[src/rtl/prog_loader.sv]
// rtl/prog_loader.sv - boot-time byte-stream loader that fills instruction memory and releases the core.
// Optional trailing XOR checksum byte is enabled with `define PROG_LOADER_CHECKSUM_EN.
module prog_loader #(
  parameter int INSTR_WIDTH = 32,
  parameter int ADDR_WIDTH  = 8
) (
  input  logic                   Clk,
  input  logic                   Rst,
  input  logic                   In_Valid,
  input  logic [7:0]             In_Data,
  output logic                   In_Ready,
  output logic                   Mem_We,
  output logic [ADDR_WIDTH-1:0]  Mem_Addr,
  output logic [INSTR_WIDTH-1:0] Mem_Data,
  output logic                   Core_Rst,
  output logic                   Done,
  output logic                   Error
);

  localparam int BYTES = INSTR_WIDTH / 8;
  localparam int BW    = (BYTES > 1) ? $clog2(BYTES) : 1;

`ifdef PROG_LOADER_CHECKSUM_EN
  typedef enum logic [2:0] {CNT_HI, CNT_LO, DATA, FINISH, DONE, ERR, CHK} state_t;
`else
  typedef enum logic [2:0] {CNT_HI, CNT_LO, DATA, FINISH, DONE, ERR} state_t;
`endif

  state_t                  state, next_state;
  logic [15:0]             count;
  logic [ADDR_WIDTH-1:0]   word_idx;
  logic [BW-1:0]           byte_idx;
  logic [INSTR_WIDTH-1:0]  word_reg;
  logic [INSTR_WIDTH-1:0]  word_next;
  logic [15:0]             count_in;
  logic                    count_bad;
  logic                    last_byte;
  logic                    last_word;
  logic                    ready;
`ifdef PROG_LOADER_CHECKSUM_EN
  logic [7:0]              csum;
`endif

  assign word_next = (word_reg << 8) | INSTR_WIDTH'(In_Data);
  assign count_in  = {count[15:8], In_Data};
  assign count_bad = (count_in == 16'd0) || (32'(count_in) > (32'd1 << ADDR_WIDTH));
  assign last_byte = (byte_idx == BW'(BYTES - 1));
  assign last_word = (32'(word_idx) == 32'(count) - 32'd1);

  always_ff @(posedge Clk) begin
    if (Rst) begin
      state <= CNT_HI;
    end else begin
      state <= next_state;
    end
  end

  always_comb begin
    next_state = state;
    ready      = 1'b0;
    Done       = 1'b0;
    Error      = 1'b0;
    Core_Rst   = 1'b1;
    case (state)
      CNT_HI: begin
        ready = 1'b1;
        if (In_Valid) next_state = CNT_LO;
      end
      CNT_LO: begin
        ready = 1'b1;
        if (In_Valid) next_state = count_bad ? ERR : DATA;
      end
      DATA: begin
        ready = 1'b1;
        if (In_Valid && last_byte && last_word) begin
`ifdef PROG_LOADER_CHECKSUM_EN
          next_state = CHK;
`else
          next_state = FINISH;
`endif
        end
      end
      FINISH: next_state = DONE;
`ifdef PROG_LOADER_CHECKSUM_EN
      CHK: begin
        ready = 1'b1;
        if (In_Valid) next_state = (csum == In_Data) ? DONE : ERR;
      end
`endif
      DONE: begin
        Done     = 1'b1;
        Core_Rst = 1'b0;
      end
      ERR: Error = 1'b1;
      default: next_state = ERR;
    endcase
    In_Ready = ready && !Rst;
  end

  // The write for a completed word is registered, so it lands one cycle after its last byte.
  always_ff @(posedge Clk) begin
    if (Rst) begin
      count    <= '0;
      word_idx <= '0;
      byte_idx <= '0;
      word_reg <= '0;
      Mem_We   <= 1'b0;
      Mem_Addr <= '0;
      Mem_Data <= '0;
`ifdef PROG_LOADER_CHECKSUM_EN
      csum     <= '0;
`endif
    end else begin
      Mem_We <= 1'b0;
      case (state)
        CNT_HI: begin
          if (In_Valid) count[15:8] <= In_Data;
        end
        CNT_LO: begin
          if (In_Valid) count[7:0] <= In_Data;
          word_idx <= '0;
          byte_idx <= '0;
`ifdef PROG_LOADER_CHECKSUM_EN
          csum     <= '0;
`endif
        end
        DATA: begin
          if (In_Valid) begin
            word_reg <= word_next;
`ifdef PROG_LOADER_CHECKSUM_EN
            csum     <= csum ^ In_Data;
`endif
            if (last_byte) begin
              Mem_We   <= 1'b1;
              Mem_Addr <= word_idx;
              Mem_Data <= word_next;
              word_idx <= word_idx + 1'b1;
              byte_idx <= '0;
            end else begin
              byte_idx <= byte_idx + 1'b1;
            end
          end
        end
        default: ;
      endcase
    end
  end

endmodule
[config.mk]
export PLATFORM = sky130hd
export DESIGN_NAME = prog_loader
export DESIGN_NICKNAME = d
export VERILOG_FILES = /design/src/rtl/prog_loader.sv
export SDC_FILE = /design/constraint.sdc
export NUM_CORES = 1
export LEC_CHECK = 0
export CORE_AREA = 4 4 97 81
export CTS_CLUSTER_SIZE = 20
export DETAILED_ROUTE_END_ITERATION = 8
export DIE_AREA = 0 0 101 85
export PLACE_DENSITY = 0.82
export SLEW_MARGIN = 20
export SYNTH_ARGS = -nofsm -noshare
export SYNTH_HDL_FRONTEND = slang
export SYNTH_SLANG_ARGS = --single-unit
[constraint.sdc]
create_clock -name Clk -period 6.4 [get_ports Clk]
set_clock_uncertainty 0.05 [all_clocks]
set_input_delay 0.96 -clock Clk [delete_from_list [all_inputs] [get_ports Clk]]
set_output_delay 0.96 -clock Clk [all_outputs]
set_load 0.05 [all_outputs]
# Word level (Yosys, flattened, before mapping)

Index checks and enable logic that the tools add are counted.

Input bits: 11
Output and inout bits: 45
Bits in registers: 94

Bitwise operators: 4
Equal/unequal tests: 12
Reductions and logical operators: 18
Add/subtract/negate cells: 3
$lt $le $gt $ge: 1
Mux-type cells: 16

Operators by type and width:

| operator                                            | number |
|---|---|
| equality test 8 x 32 -> 1 bit                       | 1 |
| bitwise OR 32 x 8 -> 32 bit                         | 1 |
| subtractor 16 x 1 -> 17 bit, second input constant  | 1 |
| > comparator 16 x 9 -> 1 bit, second input constant | 1 |
| zero test 16 bit                                    | 1 |
| two-way mux 8 bit                                   | 2 |
| case mux 8 bit (2 select lines)                     | 1 |
| case mux 3 bit (5 select lines)                     | 1 |
| two-way mux 3 bit                                   | 4 |
| inequality test 2 bit, second input constant        | 5 |
| adder 8 x 1 -> 8 bit, second input constant         | 1 |
| AND reduction 2 bit                                 | 4 |
| equality test 3 x 2 -> 1 bit, second input constant | 2 |
| equality test 3 bit, second input constant          | 2 |
| AND reduction 3 bit                                 | 2 |
| OR reduction 3 bit                                  | 2 |
| two-way mux 1 bit                                   | 5 |
| two-way mux 2 bit                                   | 2 |
| case mux 2 bit (2 select lines)                     | 1 |
| AND reduction 4 bit                                 | 1 |
| equality test 3 x 1 -> 1 bit, second input constant | 1 |
| logical AND 1 bit                                   | 3 |
| zero test 3 bit                                     | 1 |
| NOT 1 bit                                           | 3 |
| other kinds (6)                                     | 6 |

# Longest topological paths before layout

Word-level depth: 5
Mapped depth: 9
Depth with buffers taken out: 7

# Worst setup path before layout

No wires, ideal clock.

Path type: input port to output port
Start: input port Rst
End: output port In_Ready
Data arrival time: 2.503 ns
Stages: 3
Slack: 2.887 ns
Buffers on the path: 2
Data required time: 5.390 ns
Cells stage by stage: clkbuf_1 clkbuf_1 a211oi_1

Word-level cells in the longest chain between the ends: 2

Ends and longest elaborated chain:

| item              | line | RTL |
|---|---|---|
| from (decl)       | 8    | `input logic Rst,` |
| zero test 1 bit   | 97   | `In_Ready = ready && !Rst;` |
| logical AND 1 bit | 97   |  |
| to (decl)         | 11   | `output logic In_Ready,` |

Every way passes these cells.

# Worst setup path after layout

Start: register state[2]
End: output port Error

Word-level cells in the longest chain between the ends: 2

Ends and longest elaborated chain:

| item                   | line | RTL |
|---|---|---|
| from (decl)            | 29   | `state_t state, next_state;` |
| from (signal assigned) | 54   | `state <= next_state;` |
| equality test 3 bit    | 64   | `case (state)` |
| two-way mux 1 bit      | 64   |  |
| to (decl)              | 17   | `output logic Error` |

Every way passes these cells.

==> impl_metrics.tcl <==
set metrics [dict create \
    dp_hpwl_um 6511 \
    min_period_over_period_pct 51.63 \
    synthXorXnorAreaFrac_pct 3.164 \
    clock_sinks 94 \
    crit_arrival_ps 2290 \
    synth.cell_area_mm2 0.003875 \
    grt_pass1_wl_um 16030 \
    synthCells 504 \
    final_cell_mix "nand2_1 (167), dfxtp_1 (94), a21oi_1 (90)" \
    io-pin-count 56 \
    peakVddDrop_uv 159.3 \
    syn-num-nets 518 \
    drv_slew 0 \
    diodes 0 \
    synth_area_leaders "dfxtp_1 (49%), nand2_1 (16%), a21oi_1 (12%), clkbuf_1 (2.7%), xnor2_1 (2.3%)" \
    tns_ps 0 \
    yosysTopAreaCellShare_pct 48.56 \
    cap_violations 0 \
    synth_edf_count 0 \
    syn_area_per_cell_um2 7.688 \
    die_area_mm2 0.008585 \
    crit_buf_inv 2 \
    via_count 3551 \
    drt-total-wl_um 9492 \
    seq_area_frac_synth_pct 48.56 \
    htree_levels 3 \
    fp.dieH_um 85 \
    antenna_found_initial 0 \
    required_ps 5390 \
    worstSetupPathType "flop to output pin" \
    path_delay_family "buffers and inverters" \
    rsz0062_at_grt "no" \
    ant_nets 0 \
    run_status "finished clean" \
    critPathLaunchType "flop" \
    die_w_um 101 \
    rows 27 \
    place_congestion 0.9002 \
    nets 556 \
    final_common_cell "nand2_1" \
    start_util_pct 57.07 \
    cts_tree "done" \
    synth_compound_area_share_pct 16.37 \
    layout-drive-gt1-share_pct 4.753 \
    vias_per_cell 5.601 \
    synth_area_leader_cell "dfxtp_1" \
    cts_buffers 9 \
    synth.area.mux_share_pct 0.2906 \
    top_usage_layer "met2" \
    grt_max_degree 91 \
    layout_setup_ws_ps 3096 \
    grt_pass1_vias 3255 \
    worstSkewPairLatency_ps 370 \
    worstMarginPinSlew_ps 1069 \
    track_usage_pct 23.26 \
    root_buffer "clkbuf_8" \
    io_buffers 55 \
    p_per_area_mw_per_mm2 248.3 \
    synth_fa_ha_area_share_pct 0.9687 \
    yosysUniqueCellTypes 46 \
    clock_path_buffers 2 \
    drt_pass1_iterations 4 \
    synthSimpleGateAreaFrac_pct 26.83 \
    largest_reg_flops 32 \
    min_period_ps 3304 \
    critPathSlowestCell "clkdlybuf4s50_1" \
    synth_flop_cell "dfxtp_1" \
    area_growth_pct 20.21 \
    p_leak_uw 0.001518 \
    drt-initial-drc-count 285 \
    grt_use_met3_pct 5.998 \
    met2_usage_pct 34.31 \
    grt-ovfl-total 0 \
    clock.fmax_mhz 302.6 \
    min_path_type "flop to flop" \
    ctsHoldBuffers 0 \
    pre_cts_slack_ps 3080 \
    max_stage_delay_ps 850 \
    synth_top_family_by_area "simple AND/OR/NAND/NOR gates" \
    yosys_warnings 0 \
    path_cells "inv_1 > nor3b_1 > clkdlybuf4s50_1" \
    end_kind "output pin" \
    fp.coreArea_mm2 0.006790 \
    wire_per_inst_um 14.97 \
    slew_headroom_pct 28.11 \
    hold_viol 0 \
    drc 0 \
    ys_seq_elements 94 \
    post_cts_buffers 0 \
    worstPathMaxFanout 10 \
    synth-async-reset-ratio_pct 0 \
    cts_resized 0 \
    met1_usage_pct 34.29 \
    clk_pin_slew_ps 100 \
    setup_viol 0 \
]
==> area by class of cell <==
| cell class | count | area [um2] |
|---|---|---|
| flip-flops and latches | 94 | 1882 |
| repair buffers | 59 | 575.6 |
| fillers | 571 | 2132 |
| multi-input cells | 371 | 1861 |
| well taps | 87 | 108.9 |
| clock inverters | 7 | 81.33 |
| inverters | 7 | 26.28 |
| clock buffers | 9 | 123.9 |
==> Yosys cell counts, types with 2 or more instances <==
cell type,n
a21o_1,3
a21oi_1,90
a311oi_1,2
a31oi_1,2
and2_1,4
and3_1,2
buf_1,3
clkbuf_1,28
dfxtp_1,94
ha_1,3
inv_1,7
nand2_1,167
nand3_1,5
nand3b_1,4
nand4_1,6
nor2_1,17
nor2b_1,2
nor3_1,10
nor3b_1,3
nor4_1,5
nor4bb_1,2
o21ai_0,6
or3_1,4
xnor2_1,10
xor2_1,4
==> routing by layer <==
metal | wire length [um] | vias to the layer above
met5 | 0 | -
met4 | 110 | 0
met3 | 742 | 9
met2 | 4174 | 119
met1 | 4465 | 1646
li1 | - | 1777
==> through the flow <==
stage          instance area [um2]  instances  total power (uW)  hold slack [ps]  util (%)
3_3_place_gp                  4453        618             755.2            391.3     65.58
6_report                      4658        634              1157            403.5     68.60
5_1_grt                       4658        634              1207            427.0     68.60
3_5_place_dp                  4453        618             758.0            395.8     65.58
2_1_floorplan                 3875        504             718.7            382.2         -
4_1_cts                       4658        634              1160            407.9     68.60
==> path summary, 6_finish.rpt <==
check / from / to / slack [ps] / cells after the start
worst max-delay path: state[2]$_SDFFE_PP0P_ / Error / 3100 / 3
worst min-delay path: word_reg[17]$_SDFFE_PP0P_ / Mem_Data[25]$_SDFFE_PP0P_ / 400 / 2
worst max register to register: count[2]$_SDFFE_PP0P_ / state[0]$_SDFFE_PP0P_ / 3950 / 5
worst min register to register: word_reg[17]$_SDFFE_PP0P_ / Mem_Data[25]$_SDFFE_PP0P_ / 400 / 2
==> tightest hold or removal path, cell delays in order, from the launching register on <==
cell     delay, ps
dfxtp_1        320
nand2_1         50
a21oi_1         50
==> cells by family after synthesis <==
family                     after synthesis
and+or+nand+nor                        238
AOI/OAI and AO/OA                      115
DFF                                     94
buffers and inverters                   39
xor gates and xnor gates                14
adders and majority gates                3
muxes                                    1
==> power by group <==
| part | switching, uW | total, uW | internal (uW) | leakage, uW |
|---|---|---|---|---|
| logic | 79.4 | 132 | 52.2 | 0.000659 |
| registers | 20.0 | 615 | 595 | 0.000759 |
| clock network | 223 | 410 | 187 | 0.0000997 |
(Power assumes the default switching activity.)
